## src/rtl/mc_pkg.sv

```systemverilog
// Shared opcode/funct constants, class/control encodings and FSM state type
// for the decode/execute unit.
package mc_pkg;

    localparam logic [5:0] OP_RTYPE = 6'b000000;
    localparam logic [5:0] OP_LW    = 6'b100011;
    localparam logic [5:0] OP_SW    = 6'b101011;
    localparam logic [5:0] OP_BEQ   = 6'b000100;
    localparam logic [5:0] OP_J     = 6'b000010;

    localparam logic [5:0] FN_ADD = 6'b100000;
    localparam logic [5:0] FN_SUB = 6'b100010;
    localparam logic [5:0] FN_AND = 6'b100100;
    localparam logic [5:0] FN_OR  = 6'b100101;
    localparam logic [5:0] FN_SLT = 6'b101010;

    localparam logic [1:0] CLS_ILL = 2'b00;
    localparam logic [1:0] CLS_R   = 2'b01;
    localparam logic [1:0] CLS_J   = 2'b10;
    localparam logic [1:0] CLS_I   = 2'b11;

    localparam logic [4:0] CS_ADD = 5'b10010;
    localparam logic [4:0] CS_SUB = 5'b10001;
    localparam logic [4:0] CS_AND = 5'b10011;
    localparam logic [4:0] CS_OR  = 5'b10100;
    localparam logic [4:0] CS_SLT = 5'b10101;
    localparam logic [4:0] CS_LW  = 5'b11000;
    localparam logic [4:0] CS_SW  = 5'b00100;
    localparam logic [4:0] CS_BEQ = 5'b00010;
    localparam logic [4:0] CS_J   = 5'b00000;
    localparam logic [4:0] CS_ILL = 5'b00000;

    typedef enum logic [3:0] {
        K_ILL, K_ADD, K_SUB, K_AND, K_OR, K_SLT, K_LW, K_SW, K_BEQ, K_J
    } kind_t;

    typedef enum logic [1:0] {
        S_IDLE, S_EXEC, S_MEM, S_DONE
    } state_t;

endpackage

```

## src/rtl/mc_decode.sv

```systemverilog
// Combinational instruction decoder: opcode/funct to class, control code and
// an internal operation kind used by the execute stage.
module mc_decode
    import mc_pkg::*;
(
    input  logic [5:0] i_opcode,
    input  logic [5:0] i_funct,
    output logic [1:0] o_cls,
    output logic [4:0] o_cs,
    output kind_t      o_kind
);

    // Anything not matched below stays illegal.
    always_comb begin
        o_cls  = CLS_ILL;
        o_cs   = CS_ILL;
        o_kind = K_ILL;
        case (i_opcode)
            OP_RTYPE: begin
                case (i_funct)
                    FN_ADD:  begin o_cls = CLS_R; o_cs = CS_ADD; o_kind = K_ADD; end
                    FN_SUB:  begin o_cls = CLS_R; o_cs = CS_SUB; o_kind = K_SUB; end
                    FN_AND:  begin o_cls = CLS_R; o_cs = CS_AND; o_kind = K_AND; end
                    FN_OR:   begin o_cls = CLS_R; o_cs = CS_OR;  o_kind = K_OR;  end
                    FN_SLT:  begin o_cls = CLS_R; o_cs = CS_SLT; o_kind = K_SLT; end
                    default: ;
                endcase
            end
            OP_LW:   begin o_cls = CLS_I; o_cs = CS_LW;  o_kind = K_LW;  end
            OP_SW:   begin o_cls = CLS_I; o_cs = CS_SW;  o_kind = K_SW;  end
            OP_BEQ:  begin o_cls = CLS_I; o_cs = CS_BEQ; o_kind = K_BEQ; end
            OP_J:    begin o_cls = CLS_J; o_cs = CS_J;   o_kind = K_J;   end
            default: ;
        endcase
    end

endmodule

```

## src/rtl/mc_decode_exec.sv

```systemverilog
// Multi-cycle decode/execute unit: accepts one instruction, computes ALU,
// branch and writeback results, performs an optional memory access.
module mc_decode_exec
    import mc_pkg::*;
#(
    parameter int DW        = 32,
    parameter int OFF_SHIFT = 2,
    parameter int PC_STEP   = 4
) (
    input  logic          clk,
    input  logic          rst,
    input  logic          in_valid,
    output logic          in_ready,
    input  logic [31:0]   instr,
    input  logic [DW-1:0] pc,
    input  logic [DW-1:0] rs_val,
    input  logic [DW-1:0] rt_val,
    output logic          mem_req,
    output logic          mem_we,
    output logic [DW-1:0] mem_addr,
    output logic [DW-1:0] mem_wdata,
    input  logic          mem_ack,
    input  logic [DW-1:0] mem_rdata,
    output logic          out_valid,
    input  logic          out_ready,
    output logic [1:0]    cls,
    output logic [4:0]    cs,
    output logic          illegal,
    output logic [DW-1:0] alu,
    output logic          wb_en,
    output logic [4:0]    wb_reg,
    output logic [DW-1:0] wb_data,
    output logic [DW-1:0] next_pc,
    output logic          taken
);

    localparam logic [DW-1:0] JMASK = DW'(64'h0FFF_FFFF);

    state_t        r_state;
    logic [31:0]   r_instr;
    logic [DW-1:0] r_pc, r_rs, r_rt;
    logic          r_mem_req, r_mem_we, r_out_valid, r_illegal, r_wb_en, r_taken;
    logic [DW-1:0] r_mem_addr, r_mem_wdata, r_alu, r_wb_data, r_next_pc;
    logic [1:0]    r_cls;
    logic [4:0]    r_cs, r_wb_reg;

    logic [1:0]    w_cls;
    logic [4:0]    w_cs, w_wb_reg;
    kind_t         w_kind;
    logic [DW-1:0] w_sext, w_mem_addr, w_pc_seq, w_jmp, w_alu, w_next_pc;
    logic          w_taken, w_wb_en;

    mc_decode u_decode (
        .i_opcode (r_instr[31:26]),
        .i_funct  (r_instr[5:0]),
        .o_cls    (w_cls),
        .o_cs     (w_cs),
        .o_kind   (w_kind)
    );

    assign w_sext     = DW'($signed(r_instr[15:0]));
    assign w_mem_addr = r_rs + (w_sext << OFF_SHIFT);
    assign w_pc_seq   = r_pc + DW'(PC_STEP);
    assign w_jmp      = (w_pc_seq & ~JMASK) | (DW'({r_instr[25:0], 2'b00}) & JMASK);

    always_comb begin
        w_alu     = '0;
        w_next_pc = w_pc_seq;
        w_taken   = 1'b0;
        w_wb_reg  = 5'd0;
        case (w_kind)
            K_ADD:      begin w_alu = r_rs + r_rt; w_wb_reg = r_instr[15:11]; end
            K_SUB:      begin w_alu = r_rs - r_rt; w_wb_reg = r_instr[15:11]; end
            K_AND:      begin w_alu = r_rs & r_rt; w_wb_reg = r_instr[15:11]; end
            K_OR:       begin w_alu = r_rs | r_rt; w_wb_reg = r_instr[15:11]; end
            K_SLT:      begin
                w_alu    = DW'($signed(r_rs) < $signed(r_rt));
                w_wb_reg = r_instr[15:11];
            end
            K_LW:       begin w_alu = w_mem_addr; w_wb_reg = r_instr[20:16]; end
            K_SW:       w_alu = w_mem_addr;
            K_BEQ:      begin
                w_alu   = r_rs - r_rt;
                w_taken = (w_alu == '0);
                if (w_taken) w_next_pc = w_pc_seq + (w_sext << 2);
            end
            K_J:        w_next_pc = w_jmp;
            default:    ;
        endcase
        w_wb_en = (w_wb_reg != 5'd0);
    end

    // Results are latched in EXEC and held through MEM/DONE so the consumer
    // sees stable values; lw load data is the only late update.
    always_ff @(posedge clk or posedge rst) begin
        if (rst) begin
            r_state     <= S_IDLE;
            r_instr     <= '0;
            r_pc        <= '0;
            r_rs        <= '0;
            r_rt        <= '0;
            r_mem_req   <= 1'b0;
            r_mem_we    <= 1'b0;
            r_mem_addr  <= '0;
            r_mem_wdata <= '0;
            r_out_valid <= 1'b0;
            r_cls       <= '0;
            r_cs        <= '0;
            r_illegal   <= 1'b0;
            r_alu       <= '0;
            r_wb_en     <= 1'b0;
            r_wb_reg    <= '0;
            r_wb_data   <= '0;
            r_next_pc   <= '0;
            r_taken     <= 1'b0;
        end else begin
            case (r_state)
                S_IDLE: begin
                    if (in_valid) begin
                        r_instr <= instr;
                        r_pc    <= pc;
                        r_rs    <= rs_val;
                        r_rt    <= rt_val;
                        r_state <= S_EXEC;
                    end
                end
                S_EXEC: begin
                    r_cls     <= w_cls;
                    r_cs      <= w_cs;
                    r_illegal <= (w_kind == K_ILL);
                    r_alu     <= w_alu;
                    r_wb_en   <= w_wb_en;
                    r_wb_reg  <= w_wb_reg;
                    r_wb_data <= w_alu;
                    r_next_pc <= w_next_pc;
                    r_taken   <= w_taken;
                    if (w_kind == K_LW || w_kind == K_SW) begin
                        r_mem_req   <= 1'b1;
                        r_mem_we    <= (w_kind == K_SW);
                        r_mem_addr  <= w_mem_addr;
                        r_mem_wdata <= r_rt;
                        r_state     <= S_MEM;
                    end else begin
                        r_out_valid <= 1'b1;
                        r_state     <= S_DONE;
                    end
                end
                S_MEM: begin
                    if (mem_ack) begin
                        r_mem_req <= 1'b0;
                        r_mem_we  <= 1'b0;
                        if (r_wb_reg != 5'd0) r_wb_data <= mem_rdata;
                        r_out_valid <= 1'b1;
                        r_state     <= S_DONE;
                    end
                end
                S_DONE: begin
                    if (out_ready) begin
                        r_out_valid <= 1'b0;
                        r_state     <= S_IDLE;
                    end
                end
                default: r_state <= S_IDLE;
            endcase
        end
    end

    assign in_ready  = (r_state == S_IDLE);
    assign mem_req   = r_mem_req;
    assign mem_we    = r_mem_we;
    assign mem_addr  = r_mem_addr;
    assign mem_wdata = r_mem_wdata;
    assign out_valid = r_out_valid;
    assign cls       = r_cls;
    assign cs        = r_cs;
    assign illegal   = r_illegal;
    assign alu       = r_alu;
    assign wb_en     = r_wb_en;
    assign wb_reg    = r_wb_reg;
    assign wb_data   = r_wb_data;
    assign next_pc   = r_next_pc;
    assign taken     = r_taken;

endmodule

```

## config.mk

```make
export PLATFORM = sky130hd
export DESIGN_NAME = mc_decode_exec
export DESIGN_NICKNAME = d
export VERILOG_FILES = /design/src/rtl/mc_pkg.sv /design/src/rtl/mc_decode.sv /design/src/rtl/mc_decode_exec.sv
export SDC_FILE = /design/constraint.sdc
export NUM_CORES = 1
export LEC_CHECK = 0
export BUFFER_PORTS_ARGS = -buffer_cell sky130_fd_sc_hd__buf_4
export CORE_UTILIZATION = 41
export CTS_CLUSTER_DIAMETER = 200
export DETAILED_ROUTE_END_ITERATION = 7
export SLEW_MARGIN = 40
export SYNTH_ARGS = -nofsm -noshare
export SYNTH_HDL_FRONTEND = slang
export SYNTH_HIERARCHICAL = 1
export SYNTH_SLANG_ARGS = --single-unit
```

## constraint.sdc

```tcl
create_clock -name clk -period 9.1 [get_ports clk]
set_input_delay 0.455 -clock clk [delete_from_list [all_inputs] [get_ports clk]]
set_output_delay 0.455 -clock clk [all_outputs]
set_load 0.03 [all_outputs]
```

==> metrics.md, run 1 <==
| Metric | Value |
|---|---|
| CP required | 9.52 ns |
| Worst slew margin | 0.420 |
| Max-slew violations | 0 |
| DR DRC count | 15 |
| Worst-Skew Late Latency | approximately 0.58 ns |
| Antenna Cells | 0 |
| Mapped Area | 22,000 µm² |
| R2R setup slack | 4.16 ns |
| Worst reg2reg startpoint | r_rs[8] |
| GRT met1 Usage | 0.382 |
| # port buffers | 343 |
| #FFs+latches synth | 308 |
| Initial antenna violation count | 1 |
| Routed WL | about 80 mm |
| Min-delay worst type | in -> reg |
| Crit path launch type | flip-flop |
| Arrival @ worst endpoint | 5.36 ns |
| Die Y-Extent | 234 µm |
| Final worst path period need | just under 5 ns |
| GRT Residual Overflow | 0 |
| Detailed Routing Iterations Pass 1 | 8 |
| Total CTS buffers | 37 |
| Area after DPL | roughly 25,000 µm² |
| GR Util All Layers | 0.290 |
| CTS tree | done |
| Cell area after layout | 26,600 µm² |
| Max Cap Viol | 0 |
| Failing checks | design-rule violations |
| Fill cells | 5,068 |
| Primary FF master, synth | dfrtp_1 |
| CP Class | reg -> reg |
| Share of cells above drive strength 1 | 0.233 |
| Clk sinks | about 300 |
| Layout area overhead | 20.6% |
| Worst-case reg-to-reg path depth | 13 |
| Vias in the first global route | 19,800 |
| Largest net degree at the start of global routing | 118 |
| Setup TNS Final | 0 ns |
| Fraction of registers with async set/reset | 1.00 |
| Setup Skew | 0.0317 ns |
| Via/cell ratio | ~5.9 |
| Mapped Nets | 2,812 |
| Setup bufs post-CTS | 0 |
| 1st-iter DRT viols | 1,582 |
| ANT nets after route | 0 |
| Commonest non-fill, non-tap cell in the layout | buf_4 |
| Setup-failing EPs final | 0 |
| Commonest non-fill, non-tap cells in the layout | buf_4 (364), dfrtp_1 (308), nand2_1 (218) |
| M2 GR Usage | 0.480 |
| Worst setup startpoint | r_rs[8] |
| F_max | 203 MHz |
| Core Footprint | 52,900 µm² |
| Final hold vios | 0 |
| Critical path endpoint category | flip-flop |
| Max Buffers Root-to-Sink | 3 |
| Gpl congestion | around 0.93 |
| Post-synth cell types | 100 |
| Average cell area after synthesis | 8.89 µm² |
| Reg2Reg Capture Point | next_pc[22] |
| Final period utilization | 0.543 |
| Root Buffer | clkbuf_16 |
| Post-detail-place hpwl | 61.5 mm |
| Worst setup endpoint | next_pc[22] |
| Ys Warns | 6 |
| Starting Density | 0.417 |
| Clock transition at path regs | 0.06 ns |
| Post-synth EDFFs | 0 |
| Htree depth | 2 |
| Outcome | finished, violations left |
| Avg WL per Cell | 23.2 µm |
| Core Rows | 84 |
| GRT Max-Usage Layer | met2 |
| RSZ-0062 raised after global routing | false |
| Met3 usage | 0.0471 |
| First-pass GRT wire length | around 120 mm |
| Die width | approximately 230 µm |
| Ports | 344 |
| Cells after synthesis | 2,480 |
| # nets final | 3,085 |
| Sequential share of the synthesized area | 0.350 |
| Die area | 54,700 µm² |
| Max Fanout on Critical Path | 24 |
| Slew @ Worst Pin | 0.860 ns |
| DR vias | 20,500 |
-- per-layer routing --
| metal | part of all wire | vias up |
|---|---|---|
| li1 | - | 9544 |
| met1 | 0.43 | 10000 |
| met2 | 0.47 | 765 |
| met3 | 0.062 | 137 |
| met4 | 0.037 | 2 |
| met5 | 0.00011 | - |
-- repair_timing --
| item | 4_1_cts | 5_1_grt |
|---|---|---|
| hold buffers | 0 | 1 |
| endpoints found under the hold margin | 0 | 1 |
| gates resized for setup | 0 | 0 |
| setup endpoints to repair | 0 | 0 |
-- cells in the mapped netlist (all sizes together), types with 47 or more instances --
cell / count / area share
a21oi: 192 / 0.044
clkbuf: 107 / 0.018
dfrtp: 308 / 0.35
nand2: 222 / 0.038
mux2: 161 / 0.082
nand3: 50 / 0.012
inv: 119 / 0.020
o21ai: 194 / 0.044
nor2: 201 / 0.034
xnor2: 73 / 0.029
ha: 163 / 0.093
a21o: 47 / 0.016
-- cell type report --
cell class / count / area (µm²) / area share
timing repair buffer: 369 / 2800 / 0.105
inverter: 120 / 463 / 0.0174
clock buffer: 51 / 1060 / 0.0399
tap: 688 / 861 / 0.0324
multi-input combinational: 1917 / 13500 / 0.507
sequential: 308 / 7710 / 0.290
clock inverter: 17 / 224 / 0.00843
-- per-stage QoR --
step                      std cells   util  worst slack (ns)  hold WS, ns
after floorplan                2480      -             0.129        0.471
after global placement         3400  0.476              4.01        0.465
after detailed placement       3400  0.477              4.24        0.474
after CTS                      3468  0.502              4.23       0.0756
after global routing           3470  0.503              3.78       0.0855
final                          3470  0.503              4.16        0.106
-- cell families after synthesis --
logic type / count (synthesis) / synth area share
fa+ha+maj: 167 / 0.0962
mux: 171 / 0.0868
flops: 308 / 0.350
buf+inv: 255 / 0.0458
simple gates: 733 / 0.161
xor+xnor: 99 / 0.0397
compound gates: 747 / 0.221
-- how the worst min path moves through the flow --
stage / startpoint / end / slack [ns] / cells after the start
after floorplan: r_instr[21] / r_instr[21] / 0.47 / 1
after global placement: wb_data[24] / wb_data[24] / 0.46 / 2
after detailed placement: wb_data[24] / wb_data[24] / 0.47 / 2
after CTS: rst / alu[18] / 0.08 / 2
after global routing: pc[12] / r_pc[12] / 0.09 / 2
final: instr[16] / r_instr[16] / 0.11 / 2
-- worst max-delay path, cell delays in order (launching register included) --
cell and delay, ns:
dfrtp_1 0.49, inv_1 0.08, ha_1 0.49, or4_1 0.63, nor2_1 0.11, o211a_1 0.26
o21ai_1 0.23, a31oi_1 0.50, mux2i_1 0.32, and4_1 0.21, and4b_1 0.43, nand2_4 0.27
a21oi_2 0.58, o221ai_1 0.18
Power of run 1 is left out: the tool's default activity adds up to more than one toggle a clock period on the data nets, which glitch-free logic cannot reach.
==> run 2: changes to the inputs <==
==> constraint.sdc (replaced) <==
create_clock -name clk -period 4.2 [get_ports clk]
set_input_delay 0.21 -clock clk [delete_from_list [all_inputs] [get_ports clk]]
set_output_delay 0.21 -clock clk [all_outputs]
set_load 0.03 [all_outputs]
==> metrics.md, run 2 (synthesized netlist as in run 1, its figures left out) <==
| Metric | Value |
|---|---|
| DR DRC count | 32 |
| CP required | roughly 4.7 ns |
| WP buf/inv | 3 |
| Die Y-Extent | 234 µm |
| Core Footprint | ~53,000 µm² |
| Crit path launch type | flip-flop |
| Final hold slack | 0.0353 ns |
| Die area | 54,700 µm² |
| GRT Residual Overflow | 0 |
| Critical path endpoint category | flip-flop |
| Routed WL | 85.3 mm |
| First-pass GRT wire length | roughly 130 mm |
| Vias in the first global route | approximately 21,000 |
| Met3 usage | 0.0421 |
| Via/cell ratio | 5.75 |
| Initial antenna violation count | 5 |
| Fill cells | 4,721 |
| Slew @ Worst Pin | 0.795 ns |
| Worst setup startpoint | r_rt[9] |
| Worst path slowest cell | or4_1 |
| CP cell instances | inv_1 > ha_1 > or4_1 > nor2_1 > o211a_1 > o21ai_1 > a31oi_2 > mux2i_1 > and4_1 > and4b_1 > buf_6 > nand2_4 > buf_4 > o311a_1 > a31oi_1 |
| Ports | 344 |
| Detailed Routing Iterations Pass 1 | 8 |
| ANT nets after route | 0 |
| GRT met1 Usage | 0.401 |
| Root Buffer | clkbuf_16 |
| DR vias | roughly 22,000 |
| Clk sinks | 308 |
| Setup-failing EPs final | 0 |
| Post-detail-place hpwl | approximately 65 mm |
| Final worst path period need | 4.03 ns |
| Max-slew violations | 0 |
| 1st-iter DRT viols | 1,871 |
| # port buffers | 343 |
| Worst slew margin | 0.470 |
| Setup Skew | 0.0249 ns |
| Outcome | finished, violations left |
| Core Rows | 84 |
| Setup TNS Final | 0 ns |
| Delay of the slowest critical-path stage | 0.58 ns |
| Max Cap Viol | 0 |
| Final hold vios | 0 |
| Crit-path leading delay family | compound AO/OA/AOI/OAI gates |
| Min-delay worst type | in -> reg |
| Die width | 234 µm |
| Register area | between 7000 and 8000 µm² |
| Footprint of the multi-input gates | 13,700 µm² |
| Share of cells above drive strength 1 | 0.277 |
| Failing checks | design-rule violations |
| GRT Max-Usage Layer | met2 |
| Total CTS buffers | 37 |
| Final period utilization | 0.959 |
| Max Fanout on Critical Path | 7 |
| CP Class | reg -> reg |
| Worst-Skew Late Latency | 0.58 ns |
| Max Buffers Root-to-Sink | 3 |
| Largest net degree at the start of global routing | ~120 |
| Commonest non-fill, non-tap cells in the layout | buf_4 (539), dfrtp_1 (308), nand2_1 (219) |
| Clock transition at path regs | 0.06 ns |
| GR Util All Layers | 0.305 |
| Commonest non-fill, non-tap cell in the layout | buf_4 |
| # nets final | about 3,400 |
| M2 GR Usage | 0.502 |
| CTS tree | done |
| Htree depth | 2 |
| F_max | 248 MHz |
| Starting Density | 0.417 |
| Worst reg2reg startpoint | r_rt[9] |
| Arrival @ worst endpoint | roughly 4.5 ns |
| Layout area overhead | 35.2% |
| Avg WL per Cell | 22.4 µm |
| Hold_sp | mem_rdata[29] |
| Gpl congestion | 0.960 |
## run 2: cell types whose count changed in the layout (fill, tap and decap cells not counted), sizes merged
cell         delta
clkinv          +1
dlygate4sd3   +160
diode           +2
buf           +181
bufinv          -1
## run 2: routing by layer
layer | wire length (µm) | vias up | share of wire
met1 | 36500 | 10800 | 0.43
met4 | 3690 | 4 | 0.043
met2 | 40200 | 756 | 0.47
met5 | 22 | - | 0.00026
met3 | 4890 | 166 | 0.057
li1 | - | 10200 | -
## run 2: final timing paths
kind | to | slack [ns] | cells after the start
min in group asynchronous | wb_data[18] | 0.21 | 3
min reg2reg | wb_data[12] | 0.48 | 2
max | next_pc[5] | 0.17 | 15
min | wb_data[29] | 0.04 | 4
max in group asynchronous | mem_wdata[10] | 3.02 | 4
max reg2reg | next_pc[5] | 0.17 | 15
## run 2: layout make-up
| cell class | instances | share of cell area |
|---|---|---|
| antenna | 2 | 0.000168 |
| clock buffer | 51 | 0.0349 |
| clock inverter | 17 | 0.00647 |
| inverter | 120 | 0.0153 |
| multi-input combinational | 1917 | 0.459 |
| sequential | 308 | 0.259 |
| tap | 688 | 0.0289 |
| timing repair buffer | 710 | 0.196 |
## run 2: metrics by stage
step                      utilization  setup slack [ns]  instance area, µm²  instances
after floorplan                     -            -0.109               22000       2480
after global placement          0.503            -0.147               26600       3577
after detailed placement        0.503           -0.0308               26600       3577
after CTS                       0.557           0.00917               29500       3806
after global routing            0.564           -0.0192               29800       3811
final                           0.564             0.172               29800       3813
## run 2: repair_timing
action	in CTS	in global routing
hold endpoints to repair	171	0
endpoints found under the setup margin	9	36
gates resized for setup	5	59
hold buffers	161	0
buffers inserted	0	5
pin swaps	0	13
## run 2: worst register-to-register path, cell delays in order, from the launching register on
cell and delay (ns):
dfrtp_1 0.37, inv_1 0.09, ha_1 0.39, or4_1 0.58, nor2_1 0.11, o211a_1 0.26
o21ai_1 0.19, a31oi_2 0.32, mux2i_1 0.27, and4_1 0.21, and4b_1 0.25, buf_6 0.15
nand2_4 0.10, buf_4 0.18, o311a_1 0.32, a31oi_1 0.17
Power of run 2 is left out for the same reason.
